==> config.mk <==
export PLATFORM = sky130hd
export DESIGN_NAME = score_board_flat
export DESIGN_NICKNAME = d
export VERILOG_FILES = /design/src/rtl/score_board_if.sv /design/src/rtl/score_board.sv /design/src/flat_wrapper.sv
export SDC_FILE = /design/constraint.sdc
export NUM_CORES = 1
export LEC_CHECK = 0
export ABC_AREA = 1
export CORE_ASPECT_RATIO = 0.6
export CORE_MARGIN = 2
export CORE_UTILIZATION = 47
export DETAILED_ROUTE_END_ITERATION = 12
export PLACE_DENSITY = 0.78
export SYNTH_ARGS = -nofsm -noshare
export SYNTH_HDL_FRONTEND = slang
export SYNTH_SLANG_ARGS = --single-unit
==> constraint.sdc <==
create_clock -name clk_i -period 1.7 [get_ports clk_i]
set_clock_uncertainty 0.1 [all_clocks]
set_input_delay 0.51 -clock clk_i [delete_from_list [all_inputs] [get_ports clk_i]]
set_output_delay 0.51 -clock clk_i [all_outputs]
set_load 0.03 [all_outputs]
==> src/rtl/score_board_if.sv <==
// score_board_if: game-side and pixel-side signals of the score keeper and overlay
interface score_board_if #(
   parameter int X_POS_W = 10,
   parameter int Y_POS_W = 9
);
   logic               frame_tick_i;
   logic [X_POS_W-1:0] ball_x_i;
   logic               restart_i;
   logic [X_POS_W-1:0] pixel_x_i;
   logic [Y_POS_W-1:0] pixel_y_i;
   logic               visible_range_i;
   logic [2:0]         rgb_i;
   logic [2:0]         rgb_o;
   logic [3:0]         pc_score_o;
   logic [3:0]         player_score_o;
   logic               game_over_o;
   logic               winner_o;
   modport master (
      output frame_tick_i, ball_x_i, restart_i, pixel_x_i, pixel_y_i, visible_range_i, rgb_i,
      input  rgb_o, pc_score_o, player_score_o, game_over_o, winner_o
   );
   modport slave (
      input  frame_tick_i, ball_x_i, restart_i, pixel_x_i, pixel_y_i, visible_range_i, rgb_i,
      output rgb_o, pc_score_o, player_score_o, game_over_o, winner_o
   );
endinterface

==> src/rtl/score_board.sv <==
// score_board: pong score keeping per frame plus score digit and centre net overlay on the RGB stream
module score_board #(
   parameter int H_RES      = 640,
   parameter int V_RES      = 480,
   parameter int X_POS_W    = 10,
   parameter int Y_POS_W    = 9,
   parameter int WIN_SCORE  = 9,
   parameter int SCALE_LOG2 = 3
) (
   input  logic        clk_i,
   input  logic        rst_ni,
   score_board_if.slave sb
);
   localparam int S     = 1 << SCALE_LOG2;
   localparam int PC_X0 = H_RES / 2 - 5 * S;
   localparam int PL_X0 = H_RES / 2 + 2 * S;
   localparam int TOP   = 16;
   localparam logic [X_POS_W-1:0] X_HRES  = X_POS_W'(H_RES);
   localparam logic [X_POS_W-1:0] X_QTR   = X_POS_W'(H_RES / 4);
   localparam logic [X_POS_W-1:0] X_3QTR  = X_POS_W'(3 * H_RES / 4);
   localparam logic [X_POS_W-1:0] X_HALF  = X_POS_W'(H_RES / 2);
   localparam logic [Y_POS_W-1:0] Y_VRES  = Y_POS_W'(V_RES);
   localparam logic [X_POS_W:0]   X_PC0   = (X_POS_W+1)'(PC_X0);
   localparam logic [X_POS_W:0]   X_PL0   = (X_POS_W+1)'(PL_X0);
   localparam logic [Y_POS_W:0]   Y_TOP   = (Y_POS_W+1)'(TOP);
   localparam logic [X_POS_W:0]   COLS    = (X_POS_W+1)'(3);
   localparam logic [Y_POS_W:0]   ROWS    = (Y_POS_W+1)'(5);
   localparam logic [3:0]         WIN     = 4'(WIN_SCORE);

   typedef enum logic {PLAY, OVER} state_e;

   state_e      state_q, state_d;
   logic        armed_q, armed_d;
   logic        winner_q, winner_d;
   logic [3:0]  pc_score_q, pc_score_d;
   logic [3:0]  player_score_q, player_score_d;
   logic [4:0]  blink_q, blink_d;
   logic [2:0]  rgb_q, rgb_d;

   logic             pc_goal, pl_goal, centre;
   logic [3:0]       pc_inc, pl_inc;
   logic [X_POS_W:0] dx_pc, dx_pl, col_pc, col_pl;
   logic [Y_POS_W:0] dy, row;
   logic             row_ok, pc_show, pl_show, pc_lit, pl_lit, net_lit;

   // 3x5 glyph lookup: rows top to bottom, MSB of each row is the left column
   function automatic logic glyph_px(input logic [3:0] d, input logic [2:0] r, input logic [1:0] c);
      logic [14:0] g;
      logic [3:0]  idx;
      case (d)
         4'd0:    g = 15'b111_101_101_101_111;
         4'd1:    g = 15'b010_110_010_010_111;
         4'd2:    g = 15'b111_001_111_100_111;
         4'd3:    g = 15'b111_001_111_001_111;
         4'd4:    g = 15'b101_101_111_001_001;
         4'd5:    g = 15'b111_100_111_001_111;
         4'd6:    g = 15'b111_100_111_101_111;
         4'd7:    g = 15'b111_001_001_001_001;
         4'd8:    g = 15'b111_101_111_101_111;
         4'd9:    g = 15'b111_101_111_001_111;
         default: g = '0;
      endcase
      idx = 4'(r) * 4'd3 + 4'(c);
      return g[4'd14 - idx];
   endfunction

   assign pc_goal = sb.ball_x_i > X_HRES;
   assign pl_goal = sb.ball_x_i == '0;
   assign centre  = (sb.ball_x_i >= X_QTR) && (sb.ball_x_i < X_3QTR);
   assign pc_inc  = pc_score_q + 4'd1;
   assign pl_inc  = player_score_q + 4'd1;

   // Per-frame scoring FSM; armed gives one point per exit until the ball returns to the middle half
   always_comb begin
      state_d        = state_q;
      armed_d        = armed_q;
      winner_d       = winner_q;
      pc_score_d     = pc_score_q;
      player_score_d = player_score_q;
      blink_d        = blink_q;
      if (sb.frame_tick_i) begin
         blink_d = blink_q + 5'd1;
         if (sb.restart_i) begin
            pc_score_d     = '0;
            player_score_d = '0;
            armed_d        = 1'b1;
            winner_d       = 1'b0;
            state_d        = PLAY;
         end else if (state_q == PLAY) begin
            if (armed_q && pc_goal) begin
               pc_score_d = pc_inc;
               armed_d    = 1'b0;
               if (pc_inc == WIN) begin
                  state_d  = OVER;
                  winner_d = 1'b0;
               end
            end else if (armed_q && pl_goal) begin
               player_score_d = pl_inc;
               armed_d        = 1'b0;
               if (pl_inc == WIN) begin
                  state_d  = OVER;
                  winner_d = 1'b1;
               end
            end else if (centre) begin
               armed_d = 1'b1;
            end
         end
      end
   end

   assign dx_pc  = {1'b0, sb.pixel_x_i} - X_PC0;
   assign dx_pl  = {1'b0, sb.pixel_x_i} - X_PL0;
   assign dy     = {1'b0, sb.pixel_y_i} - Y_TOP;
   assign col_pc = dx_pc >> SCALE_LOG2;
   assign col_pl = dx_pl >> SCALE_LOG2;
   assign row    = dy >> SCALE_LOG2;

   // Overlay: negative offsets are outside a glyph; the winner's digit blinks while the game is over
   always_comb begin
      row_ok  = !dy[Y_POS_W] && (row < ROWS);
      pc_show = !(state_q == OVER && !winner_q && blink_q[4]);
      pl_show = !(state_q == OVER && winner_q && blink_q[4]);
      pc_lit  = pc_show && row_ok && !dx_pc[X_POS_W] && (col_pc < COLS) &&
                glyph_px(pc_score_q, row[2:0], col_pc[1:0]);
      pl_lit  = pl_show && row_ok && !dx_pl[X_POS_W] && (col_pl < COLS) &&
                glyph_px(player_score_q, row[2:0], col_pl[1:0]);
      net_lit = (sb.pixel_x_i == X_HALF - 1'b1 || sb.pixel_x_i == X_HALF) &&
                !sb.pixel_y_i[3] && (sb.pixel_y_i < Y_VRES);
      rgb_d   = !sb.visible_range_i ? 3'b000 : (pc_lit || pl_lit || net_lit) ? 3'b111 : sb.rgb_i;
   end

   // State and pixel registers with asynchronous clear
   always_ff @(posedge clk_i or negedge rst_ni) begin
      if (!rst_ni) begin
         state_q        <= PLAY;
         armed_q        <= 1'b1;
         winner_q       <= 1'b0;
         pc_score_q     <= '0;
         player_score_q <= '0;
         blink_q        <= '0;
         rgb_q          <= '0;
      end else begin
         state_q        <= state_d;
         armed_q        <= armed_d;
         winner_q       <= winner_d;
         pc_score_q     <= pc_score_d;
         player_score_q <= player_score_d;
         blink_q        <= blink_d;
         rgb_q          <= rgb_d;
      end
   end

   assign sb.rgb_o          = rgb_q;
   assign sb.pc_score_o     = pc_score_q;
   assign sb.player_score_o = player_score_q;
   assign sb.game_over_o    = state_q == OVER;
   assign sb.winner_o       = winner_q;
endmodule

==> src/flat_wrapper.sv <==
// flat-port wrapper written by rule: the top's interface ports become plain ports
module score_board_flat 
#(
   parameter int H_RES      = 640,
   parameter int V_RES      = 480,
   parameter int X_POS_W    = 10,
   parameter int Y_POS_W    = 9,
   parameter int WIN_SCORE  = 9,
   parameter int SCALE_LOG2 = 3
)
  (clk_i, rst_ni, sb_frame_tick_i, sb_ball_x_i, sb_restart_i, sb_pixel_x_i, sb_pixel_y_i, sb_visible_range_i, sb_rgb_i, sb_rgb_o, sb_pc_score_o, sb_player_score_o, sb_game_over_o, sb_winner_o);
  score_board_if #(.X_POS_W(X_POS_W), .Y_POS_W(Y_POS_W)) sb_i ();
  input  logic clk_i;
  input  logic rst_ni;
  input wire logic [$bits(sb_i.frame_tick_i)-1:0] sb_frame_tick_i;
  input wire logic [$bits(sb_i.ball_x_i)-1:0] sb_ball_x_i;
  input wire logic [$bits(sb_i.restart_i)-1:0] sb_restart_i;
  input wire logic [$bits(sb_i.pixel_x_i)-1:0] sb_pixel_x_i;
  input wire logic [$bits(sb_i.pixel_y_i)-1:0] sb_pixel_y_i;
  input wire logic [$bits(sb_i.visible_range_i)-1:0] sb_visible_range_i;
  input wire logic [$bits(sb_i.rgb_i)-1:0] sb_rgb_i;
  output wire logic [$bits(sb_i.rgb_o)-1:0] sb_rgb_o;
  output wire logic [$bits(sb_i.pc_score_o)-1:0] sb_pc_score_o;
  output wire logic [$bits(sb_i.player_score_o)-1:0] sb_player_score_o;
  output wire logic [$bits(sb_i.game_over_o)-1:0] sb_game_over_o;
  output wire logic [$bits(sb_i.winner_o)-1:0] sb_winner_o;
  assign sb_i.frame_tick_i = sb_frame_tick_i;
  assign sb_i.ball_x_i = sb_ball_x_i;
  assign sb_i.restart_i = sb_restart_i;
  assign sb_i.pixel_x_i = sb_pixel_x_i;
  assign sb_i.pixel_y_i = sb_pixel_y_i;
  assign sb_i.visible_range_i = sb_visible_range_i;
  assign sb_i.rgb_i = sb_rgb_i;
  assign sb_rgb_o = sb_i.rgb_o;
  assign sb_pc_score_o = sb_i.pc_score_o;
  assign sb_player_score_o = sb_i.player_score_o;
  assign sb_game_over_o = sb_i.game_over_o;
  assign sb_winner_o = sb_i.winner_o;
  score_board #(.H_RES(H_RES), .V_RES(V_RES), .X_POS_W(X_POS_W), .Y_POS_W(Y_POS_W), .WIN_SCORE(WIN_SCORE), .SCALE_LOG2(SCALE_LOG2)) u_core (.clk_i(clk_i), .rst_ni(rst_ni), .sb(sb_i));
endmodule
==> impl_metrics.env <==
export IMPL_route_detailed_drc=0
export IMPL_cts_buffers=3
export IMPL_first_pass_iters=5
export IMPL_wl_per_cell_um=13.3
export IMPL_crit_type="in2reg"
export IMPL_antenna_found_initial=0
export IMPL_avgSynthCellArea_sq_um=6.58
export IMPL_wirelength_um=6930
export IMPL_core_area_sq_mm=0.00464
export IMPL_clock_fmax_ghz=0.430
export IMPL_cts_sinks=19
export IMPL_cpPeakStageDelay_ps=540
export IMPL_hold_ws_ps=382
export IMPL_hp_class="reg2reg"
export IMPL_p_per_area_mw_per_mm2=700
export IMPL_gr_total_overflow=0
export IMPL_required_ps=1770
export IMPL_via_count=2710
export IMPL_io_pins=50
export IMPL_drt_initial_drc_count=248
export IMPL_nFillCells=350
export IMPL_peakVddDrop_mv=0.754
export IMPL_slowest_stage="fa_1"
export IMPL_ys_ff_latch=19
export IMPL_maxCapViolCount=0
export IMPL_cts_hold_buf=0
export IMPL_dp_hpwl_um=5360
export IMPL_finalSetupViolCount=3
export IMPL_postSynthCellCount=348
export IMPL_grt_max_degree=20
export IMPL_crit_buf_inv=4
export IMPL_cts_path_max_buffers=2
export IMPL_place_ws_ps=-1530
export IMPL_r2r_slack_ps=-230
export IMPL_r2r_cells=12
export IMPL_cp_top_family="adder cells"
export IMPL_crit_chain="buf_12 -> inv_12 -> ha_4 -> inv_4 -> fa_1 -> inv_2 -> nor2_4 -> nand2_1 -> o22ai_2 -> nor2_2 -> nand2_1 -> nand2_1 -> nand3_2 -> nand3_4 -> nor2_1 -> nor2_1"
export IMPL_nets=524
export IMPL_yosysWarningCount=0
export IMPL_hold_end="u_core.blink_q[3]"
export IMPL_synthToLayoutAreaGrowth_pct=53.6
export IMPL_hold_depth=1
export IMPL_h_tree_depth=1
export IMPL_slew_violations=0
export IMPL_syn_nets=413
export IMPL_multi_input_area_sq_mm=0.00179
export IMPL_crit_path_end_kind="flop"
export IMPL_num_rows=19
export IMPL_cts_root_buf="clkbuf_8"
export IMPL_p_leak_nw=1.83
export IMPL_hold_violations=0
export IMPL_antenna_cells=0
export IMPL_final_area_sq_mm=0.00352
export IMPL_worstSkewPairLatency_ps=270
export IMPL_fin_ws_ps=-623
export IMPL_cts_tree="built"
export IMPL_grt_pass1_vias=2379
export IMPL_grt_pass1_wl_um=11000
export IMPL_drive_gt1_frac=0.345
export IMPL_start_util=0.494
export IMPL_io_buffer_count=46
export IMPL_final_common_cell="nand2_1"
export IMPL_postPlaceCellArea_sq_mm=0.00324
export IMPL_path_max_fanout=4
export IMPL_cp_arrival_ps=2390
export IMPL_die_area_sq_mm=0.00546
export IMPL_synth_area_sq_mm=0.00229
export IMPL_violations="negative setup slack"
export IMPL_finalPower_mw=2.46
export IMPL_grt_usage=0.254
export IMPL_rsz0062_at_grt="yes"
export IMPL_critPathLaunchType="primary input"
export IMPL_layout_common_cells="nand2_1, buf_4, inv_1"
export IMPL_ys_seq_area_frac=0.208
export IMPL_hold_path_startpoint="u_core.blink_q[3]"
export IMPL_crit_start="sb_pixel_y_i[4]"
export IMPL_yosysUniqueCellTypes=39
export IMPL_finalCriticalPeriod_ps=2320
export IMPL_place_congestion=0.908
export IMPL_period_share=1.37
export IMPL_status="finished with violations"
export IMPL_die_h_um=58.1
export IMPL_path_common_cell="nand2_1"
export IMPL_via_per_inst=5.20
export IMPL_regArea_sq_um=478
export IMPL_relSlewSlack=0.765
export IMPL_postRouteAntennaNets=0
export IMPL_r2r_start="u_core.sb.pc_score_o[0]"
export IMPL_worst_pin_slew_ps=353
export IMPL_die_w_um=94.1
export IMPL_path_clk_slew_ps=80
export IMPL_timing_rr_end="u_core.sb.rgb_o[1]"
[repair_timing]
action | in CTS | in global routing
resized for setup | 62 | 49
endpoints found under the setup margin | 17 | 15
pin swaps | 24 | 22
setup buffers | 1 | 7
[kinds of logic (layout without fill, tap and decap cells)]
group                      after synthesis  in the layout  share of synthesized area
muxes                                    1              1                    0.00492
DFF                                     19             19                      0.208
adders and majority gates               28             28                      0.160
and+or+nand+nor                        201            201                      0.409
xor gates and xnor gates                 6              6                     0.0230
buffers and inverters                   55            165                      0.101
AOI/OAI and AO/OA                       38             38                     0.0951
[layer usage]
metal | part of all wire | GRT usage | vias up
li1 | - | - | 1352
met1 | 0.49 | 0.382 | 1245
met2 | 0.45 | 0.406 | 108
met3 | 0.057 | 0.0364 | 5
met4 | 0.0049 | 0.0186 | 0
met5 | 0 | 0 | -
[synth_stat cells, drive strengths merged]
library cell	count	area share
nand2	106	0.19
inv	50	0.083
nand3	42	0.10
nor2	34	0.060
ha	26	0.14
o21ai	20	0.044
dfrtp	18	0.20
a21oi	8	0.017
nor3	8	0.017
nand4	6	0.016
xor2	5	0.019
buf	4	0.015
fa	2	0.017
nor4	2	0.0082
o2111ai	2	0.0077
o211ai	2	0.0066
o31ai	2	0.0066
a21o	1	0.0033
a22oi	1	0.0033
clkbuf	1	0.0022
dfstp	1	0.011
mux2	1	0.0049
nand3b	1	0.0033
nor3b	1	0.0033
o22a	1	0.0038
o22ai	1	0.0027
or2	1	0.0027
xnor2	1	0.0038
[worst max path at each step]
| stage | endpoint | slack, ps | cells after the start |
|---|---|---|---|
| 4_1_cts | u_core.sb.rgb_o[0] | -610 | 16 |
| 2_1_floorplan | u_core.sb.rgb_o[0] | -730 | 15 |
| 6_report | u_core.sb.rgb_o[1] | -620 | 16 |
| 3_3_place_gp | u_core.sb.rgb_o[0] | -1440 | 16 |
| 3_5_place_dp | u_core.sb.rgb_o[0] | -1530 | 16 |
| 5_1_grt | u_core.sb.rgb_o[0] | -740 | 16 |
[state kept, by name, summed over array words and instances (netlist names)]
register	flops
u_core.sb.winner_o	1
u_core.sb.game_over_o	1
u_core.sb.player_score_o	4
u_core.armed_q	1
u_core.sb.pc_score_o	4
u_core.blink_q	5
u_core.sb.rgb_o	3
[per-stage QoR]
stage / setup TNS [ps] / instances / util
floorplan: -2150 / 348 / -
CTS: -1810 / 514 / 0.725
global placement: -8960 / 509 / 0.698
detailed placement: -9780 / 509 / 0.698
finish: -1840 / 521 / 0.758
global route: -2630 / 521 / 0.758
[final cells by class]
cell class	count	area share
Multi-Input combinational cell	274	0.509
Timing Repair Buffer	111	0.259
Sequential cell	19	0.136
Inverter	50	0.0598
Tap cell	63	0.0224
Clock buffer	3	0.0117
Clock inverter	1	0.00214
[where the power goes]
part           internal, mW  switching, mW  total (mW)
registers             0.555         0.0856       0.641
logic                 0.687          0.799        1.49
clock network         0.166          0.168       0.333
[worst register-to-register path, cell delays in order, from the launching register on]
cell and delay (ps):
dfrtp_1 360, inv_1 70, ha_1 310, inv_1 120, nand2_1 90, nor3_1 210, nor2_1 60, nand2_1 60
nand3_1 90, nand3_2 100, nand3_4 90, nor2_1 110, nor2_1 50
Note: power is estimated with default switching activity, not from simulation.
